## src/rtl/neurosync_pkg.sv

```systemverilog
// rtl/neurosync_pkg.sv - shared constants and helpers for the neurosync input conditioner
package neurosync_pkg;

  localparam int N_INPUTS            = 9;
  localparam int DEBOUNCE_CYCLES_DEF = 1_000_000;
  localparam int CNT_W               = 20;

  localparam int IDX_JOGAR    = 0;
  localparam int IDX_CONFIRMA = 1;
  localparam int IDX_RESET    = 2;
  localparam int IDX_DIREITA  = 3;
  localparam int IDX_ESQUERDA = 4;
  localparam int IDX_BOTOES   = 5;

  // Lowest set bit wins when several answer buttons qualify together.
  function automatic logic [1:0] lowest_set(input logic [3:0] v);
    logic [1:0] idx;
    idx = 2'd0;
    for (int i = 3; i >= 0; i--) begin
      if (v[i]) idx = 2'(i);
    end
    return idx;
  endfunction

endpackage

```

## src/rtl/neurosync_input_channel.sv

```systemverilog
// rtl/neurosync_input_channel.sv - one button channel: synchronizer, debounce counter, press pulse
module neurosync_input_channel
  import neurosync_pkg::*;
#(
  parameter int DEBOUNCE_CYCLES = DEBOUNCE_CYCLES_DEF
) (
  input  logic clk_i,
  input  logic rst_ni,
  input  logic raw_i,
  output logic level_o,
  output logic rise_o,
  output logic det_o
);

  localparam logic [CNT_W-1:0] LAST = CNT_W'(DEBOUNCE_CYCLES - 1);

  logic             sync1_q, sync2_q;
  logic             stable_q, stable_d;
  logic             prev_q;
  logic             det_q;
  logic [CNT_W-1:0] cnt_q, cnt_d;

  // Any disagreement with the stable level must persist unbroken for the full window.
  always_comb begin
    stable_d = stable_q;
    cnt_d    = '0;
    if (sync2_q != stable_q) begin
      if (cnt_q == LAST) begin
        stable_d = sync2_q;
      end else begin
        cnt_d = cnt_q + CNT_W'(1);
      end
    end
  end

  assign rise_o  = stable_q & ~prev_q;
  assign level_o = stable_q;
  assign det_o   = det_q;

  always_ff @(posedge clk_i or negedge rst_ni) begin
    if (!rst_ni) begin
      sync1_q  <= 1'b0;
      sync2_q  <= 1'b0;
      stable_q <= 1'b0;
      prev_q   <= 1'b0;
      det_q    <= 1'b0;
      cnt_q    <= '0;
    end else begin
      sync1_q  <= raw_i;
      sync2_q  <= sync1_q;
      stable_q <= stable_d;
      prev_q   <= stable_q;
      det_q    <= rise_o;
      cnt_q    <= cnt_d;
    end
  end

endmodule

```

## src/rtl/neurosync_input_conditioner.sv

```systemverilog
// rtl/neurosync_input_conditioner.sv - debounces nine push-buttons into levels and press pulses
module neurosync_input_conditioner
  import neurosync_pkg::*;
#(
  parameter int DEBOUNCE_CYCLES = DEBOUNCE_CYCLES_DEF
) (
  input  logic       clock,
  input  logic       reset,
  input  logic       jogar,
  input  logic       confirma,
  input  logic       reset_btn,
  input  logic       direita,
  input  logic       esquerda,
  input  logic [3:0] botoes,
  output logic       jogar_det,
  output logic       confirma_det,
  output logic       reset_det,
  output logic       direita_det,
  output logic       esquerda_det,
  output logic [3:0] botoes_det,
  output logic [8:0] niveis,
  output logic       botao_valido,
  output logic [1:0] botao_idx
);

  logic [N_INPUTS-1:0] raw;
  logic [N_INPUTS-1:0] level;
  logic [N_INPUTS-1:0] rise;
  logic [N_INPUTS-1:0] det;

  logic       botao_valido_q, botao_valido_d;
  logic [1:0] botao_idx_q, botao_idx_d;

  assign raw = {botoes, esquerda, direita, reset_btn, confirma, jogar};

  for (genvar g = 0; g < N_INPUTS; g++) begin : g_chan
    neurosync_input_channel #(
      .DEBOUNCE_CYCLES(DEBOUNCE_CYCLES)
    ) u_chan (
      .clk_i  (clock),
      .rst_ni (reset),
      .raw_i  (raw[g]),
      .level_o(level[g]),
      .rise_o (rise[g]),
      .det_o  (det[g])
    );
  end

  // Registered from the same rise terms as the channel pulses so they line up with botoes_det.
  always_comb begin
    botao_valido_d = |rise[IDX_BOTOES +: 4];
    botao_idx_d    = botao_idx_q;
    if (botao_valido_d) begin
      botao_idx_d = lowest_set(rise[IDX_BOTOES +: 4]);
    end
  end

  always_ff @(posedge clock or negedge reset) begin
    if (!reset) begin
      botao_valido_q <= 1'b0;
      botao_idx_q    <= 2'd0;
    end else begin
      botao_valido_q <= botao_valido_d;
      botao_idx_q    <= botao_idx_d;
    end
  end

  assign jogar_det    = det[IDX_JOGAR];
  assign confirma_det = det[IDX_CONFIRMA];
  assign reset_det    = det[IDX_RESET];
  assign direita_det  = det[IDX_DIREITA];
  assign esquerda_det = det[IDX_ESQUERDA];
  assign botoes_det   = det[IDX_BOTOES +: 4];
  assign niveis       = level;
  assign botao_valido = botao_valido_q;
  assign botao_idx    = botao_idx_q;

endmodule

```

## config.mk

```make
export PLATFORM = sky130hd
export DESIGN_NAME = neurosync_input_conditioner
export DESIGN_NICKNAME = d
export VERILOG_FILES = /design/src/rtl/neurosync_pkg.sv /design/src/rtl/neurosync_input_channel.sv /design/src/rtl/neurosync_input_conditioner.sv
export SDC_FILE = /design/constraint.sdc
export NUM_CORES = 1
export LEC_CHECK = 0
export ABC_AREA = 1
export BUFFER_PORTS_ARGS = -buffer_cell sky130_fd_sc_hd__buf_2
export CORE_MARGIN = 2
export CORE_UTILIZATION = 60
export CTS_BUF_LIST = sky130_fd_sc_hd__clkbuf_4 sky130_fd_sc_hd__clkbuf_8
export CTS_CLUSTER_DIAMETER = 80
export DETAILED_ROUTE_END_ITERATION = 8
export PLACE_DENSITY = 0.77
export REMOVE_ABC_BUFFERS = 1
export SETUP_SLACK_MARGIN = 0.2
export SLEW_MARGIN = 5
export SYNTH_ARGS = -nofsm -noshare
export SYNTH_HDL_FRONTEND = slang
export SYNTH_SLANG_ARGS = --single-unit
```

## constraint.sdc

```tcl
create_clock -name clock -period 1.7 [get_ports clock]
set_input_delay 0.17 -clock clock [delete_from_list [all_inputs] [get_ports clock]]
set_output_delay 0.17 -clock clock [all_outputs]
set_load 0.01 [all_outputs]
```

==> impl_summary.md <==
Clocking
Counting every sink on the clock net gives 228. In this run the number of H-tree levels came out at 2. TritonCTS built the clock tree.

Clock tree synthesis inserted a total of 40 buffers. Clock-pin slew was measured on the worst setup and hold paths at 0.06 ns. The clock reaches the later pin of the worst-skew pair after 0.52 ns.

The maximum buffer depth of the clock tree is 3. The tree is rooted in a clkbuf_8.

Synth
The simple logic cell fraction of the synthesized area is 0.350. By area, the combinational part of the netlist is dominated by simple AND/OR/NAND/NOR gates. Of the total synthesized cell area, the portion taken by XOR and XNOR cells is 0.0688.

Of the total synthesized cell area, the portion taken by full adders, half adders and majority gates is 0.00956. The Yosys step of the flow raised 0 warnings. The share of the Yosys chip area taken by registers is 0.484. The share of synthesized flip-flops with an asynchronous set or reset is 1.00. The synthesized instance count is 1462.

In the synthesized netlist the dominant register cell turns out to be dfrtp_1. The share of synthesized area in the top cell type comes to 0.484. After synthesis the netlist holds a flip-flop and latch count of 228.

The number of enable flip-flop cells after synthesis is 0. The largest total area in the synthesized netlist belongs to dfrtp_1. The post-synthesis average cell area is 8.06 µm². The portion of synthesized area spent on multiplexers is 0. By area the synthesized netlist is led by dfrtp_1, nor2_1, nand2_1, nand3_1, inv_1. The share of the synthesized area in compound gates (AO/OA/AOI/OAI) is 0.0283. The count of cell types in the netlist is 35. The post-synthesis instance area is 11800 µm².

Drt
The first detailed-routing pass ran for 5 iterations. In the final routed layout, each cell accounts on average for 12.8 µm. The number of remaining DRC errors is 0.

The count of nets left with antenna violations once routing finished came out at 0. For this block, the initial DRC count from the detailed router was 395. After detailed routing, the number of vias per cell comes to 5.15. The vias after detailed routing is 9520. The routed design has 23700 µm of wire.

Finish
The count of antenna diodes in the layout is 0. At the end of the flow, the number of nets in the layout was 1573. The total area of sequential cells is 5710 µm². The core occupancy in the finished layout is 0.704. The layout cell share with drive strength beyond 1 is 0.154. The area added between synthesis and finish is 15.6%. The layout has 1514 filler cells. The multi-input combinational cells in the finished layout cover a total of 5630 µm². The finished layout cell area is 13600 µm².

STA
The count of final max-slew check failures is 0. The max-slew headroom at the worst pin is 0.650. The final critical-path required period is 1.48 ns. Clock skew on the completed layout was measured at 0.0209 ns.

Derived from the worst setup path, the maximum achievable clock frequency is 673 MHz. The final hold slack is 0.128 ns. The total count of hold-check failures in the final report is 0. In the finished design, the share of the clock period the worst path needs comes to 0.874. Setup repair after global routing could not meet its margin everywhere. Summed over all failing endpoints, the final setup total negative slack is 0 ns. The final setup violation count is 0. At the pin with the least slew margin, the transition time is 0.523 ns.

Run status
The flow ran to the end, and the final reports show no timing, DRC or antenna violations.

Floorplanning
The starting utilization of the core area is 0.609. The total core area is 19300 µm². The die covers 20800 µm².

The number of top-level pins is 32. The number of cell rows is 51. The chip height is 144 µm.

The chip width is 144 µm.

GRT
The first-pass GRT wire length is 40000 µm. In the global route stage, met1 resource usage came out at 0.316. For met3 alone, demand over resource in global routing was 0.0377. The via count of the first global-routing pass is 9043. The global routing stage identified its most utilized layer as met2. In the global route stage, overall resource usage came out at 0.234. Entering global routing, the biggest net connects 50 pins. In the global route stage, met2 resource usage came out at 0.388. The initial antenna violation count came to 0.

The total congestion overflow is 0.

Placed design
The congestion estimate from routability-driven global placement came to 0.939. The count of input and output buffers is 31. The placed wire-length estimate after detailed placement is 16500 µm. Summing all placed instances gives a cell area of 12300 µm².

Flow run
The total of max-cap violations is 0.

Hold path
The path class of the lowest-slack min-delay path is input port to async pin.

Worst setup path
Traced cell by cell, the critical path runs through ha_2, nand2_2, nor2_4, nand2_2, nor2_4, a21oi_4, buf_12, nand2_1, nor2_1. The type of element launching the critical path is a register. The data arrival time of the worst path is 1.89 ns. The slowest stage of the critical path is the dfrtp_1 cell.

The capturing element type of the critical path is a register. The largest fanout on the critical path is 6. The largest single stage delay on the critical path is 0.38 ns. For the worst setup path, the data required time is 2.11 ns. The setup path with the least slack is of type register to register.

Power and ir drop
The largest voltage drop on the vdd net is 0.723 mV. For this design the ratio of total power to cell area is 834 nW/µm². For this design the static power due to leakage is 6.04 nW.
power breakdown:
group	internal, mW	total [mW]	switching [mW]
Sequential	5.50	5.57	0.0654
Clock	3.22	5.37	2.15
Combinational	0.150	0.418	0.269
cell usage after synthesis, types with 5 or more instances:
cell type / count
nand2_2: 13
nor2_4: 14
nand3_1: 129
o21ai_1: 12
nand3b_1: 6
or2_2: 5
nor2_2: 21
nor3b_1: 6
xor2_1: 54
inv_2: 12
o21ai_0: 9
ha_1: 9
nand3_2: 14
a21oi_1: 21
and2_1: 9
nor2_1: 349
nand2_1: 279
o21bai_1: 12
xnor2_1: 33
inv_1: 143
nor3_1: 29
nand4_1: 23
dfrtp_1: 228
buf_4: 13
registers in the layout, summed over array words and instances (netlist names):
register and count:
g_chan.u_chan.sync1_q 9, botao_valido 1, g_chan.u_chan.sync2_q 9, g_chan.u_chan.prev_q 9
g_chan.u_chan.det_o 9, g_chan.u_chan.cnt_q 180, botao_idx 2, g_chan.u_chan.level_o 9
cells by family (layout without fill, tap and decap cells):
family | count (synthesis) | after routing
AOI/OAI and AO/OA | 56 | 56
xor gates and xnor gates | 90 | 90
adders and majority gates | 9 | 9
buffers and inverters | 170 | 290
DFF | 228 | 228
and+or+nand+nor | 909 | 909
cell usage in the layout (no fill, tap or decap), types with 10 or more instances in the layout:
| cell | instances |
|---|---|
| buf_2 | 30 |
| xor2_1 | 54 |
| buf_4 | 16 |
| nand2_1 | 270 |
| nor2_1 | 341 |
| clkbuf_4 | 12 |
| inv_1 | 143 |
| nor3_1 | 28 |
| xnor2_1 | 33 |
| o21ai_1 | 12 |
| o21bai_1 | 12 |
| dlygate4sd3_1 | 10 |
| nor2_4 | 22 |
| a21oi_1 | 21 |
| clkbuf_8 | 50 |
| nand4_1 | 23 |
| dfrtp_1 | 228 |
| nor2_2 | 21 |
| nand2_2 | 15 |
| nand3_4 | 10 |
| nand3_1 | 129 |
| inv_2 | 12 |
critical path, delay by kind of cell (launching register included):
family	cells	cell delay, ns
buf+inv	1	0.14
compound gates	1	0.09
fa+ha+maj	1	0.21
flops	1	0.38
simple gates	6	0.54
area by class of cell:
type / instances / share of cell area
flip-flops and latches: 228 / 0.419
multi-input cells: 1064 / 0.413
clock buffers: 62 / 0.0571
inverters: 157 / 0.0435
repair buffers: 62 / 0.0356
well taps: 265 / 0.0243
clock inverters: 9 / 0.00717
timing repair:
item,CTS,global route
setup buffers,2,9
gates resized for setup,1,52
cloned,0,0
hold buffers,10,0
hold endpoints to repair,237,0
endpoints found under the setup margin,13,98
pin swaps,2,16
final timing paths:
check,slack [ns],cells after the start,endpoint,from
min,0.13,2,g_chan[4].u_chan.cnt_q[15],reset
max reg2reg,0.22,9,g_chan[8].u_chan.cnt_q[18],g_chan[8].u_chan.cnt_q[0]
max in group asynchronous,0.91,3,g_chan[0].u_chan.sync2_q,reset
min in group clock,0.29,2,g_chan[2].u_chan.sync1_q,reset_btn
min reg2reg,0.35,0,g_chan[6].u_chan.sync2_q,g_chan[6].u_chan.sync1_q
max,0.22,9,g_chan[8].u_chan.cnt_q[18],g_chan[8].u_chan.cnt_q[0]
through the flow:
step | power, mW | setup slack (ns) | cells
6_report | 11.4 | 0.215 | 1847
5_1_grt | 11.8 | 0.144 | 1847
4_1_cts | 11.5 | 0.198 | 1838
3_5_place_dp | 6.03 | 0.170 | 1755
3_3_place_gp | 6.02 | 0.244 | 1755
2_1_floorplan | 5.82 | 0.372 | 1449
per-layer routing:
metal	vias up	wire length (µm)
met1	4462	10600
met5	-	0
met4	0	463
met2	226	11600
met3	46	1010
li1	4786	-
Power figures use the tool's default switching activity.
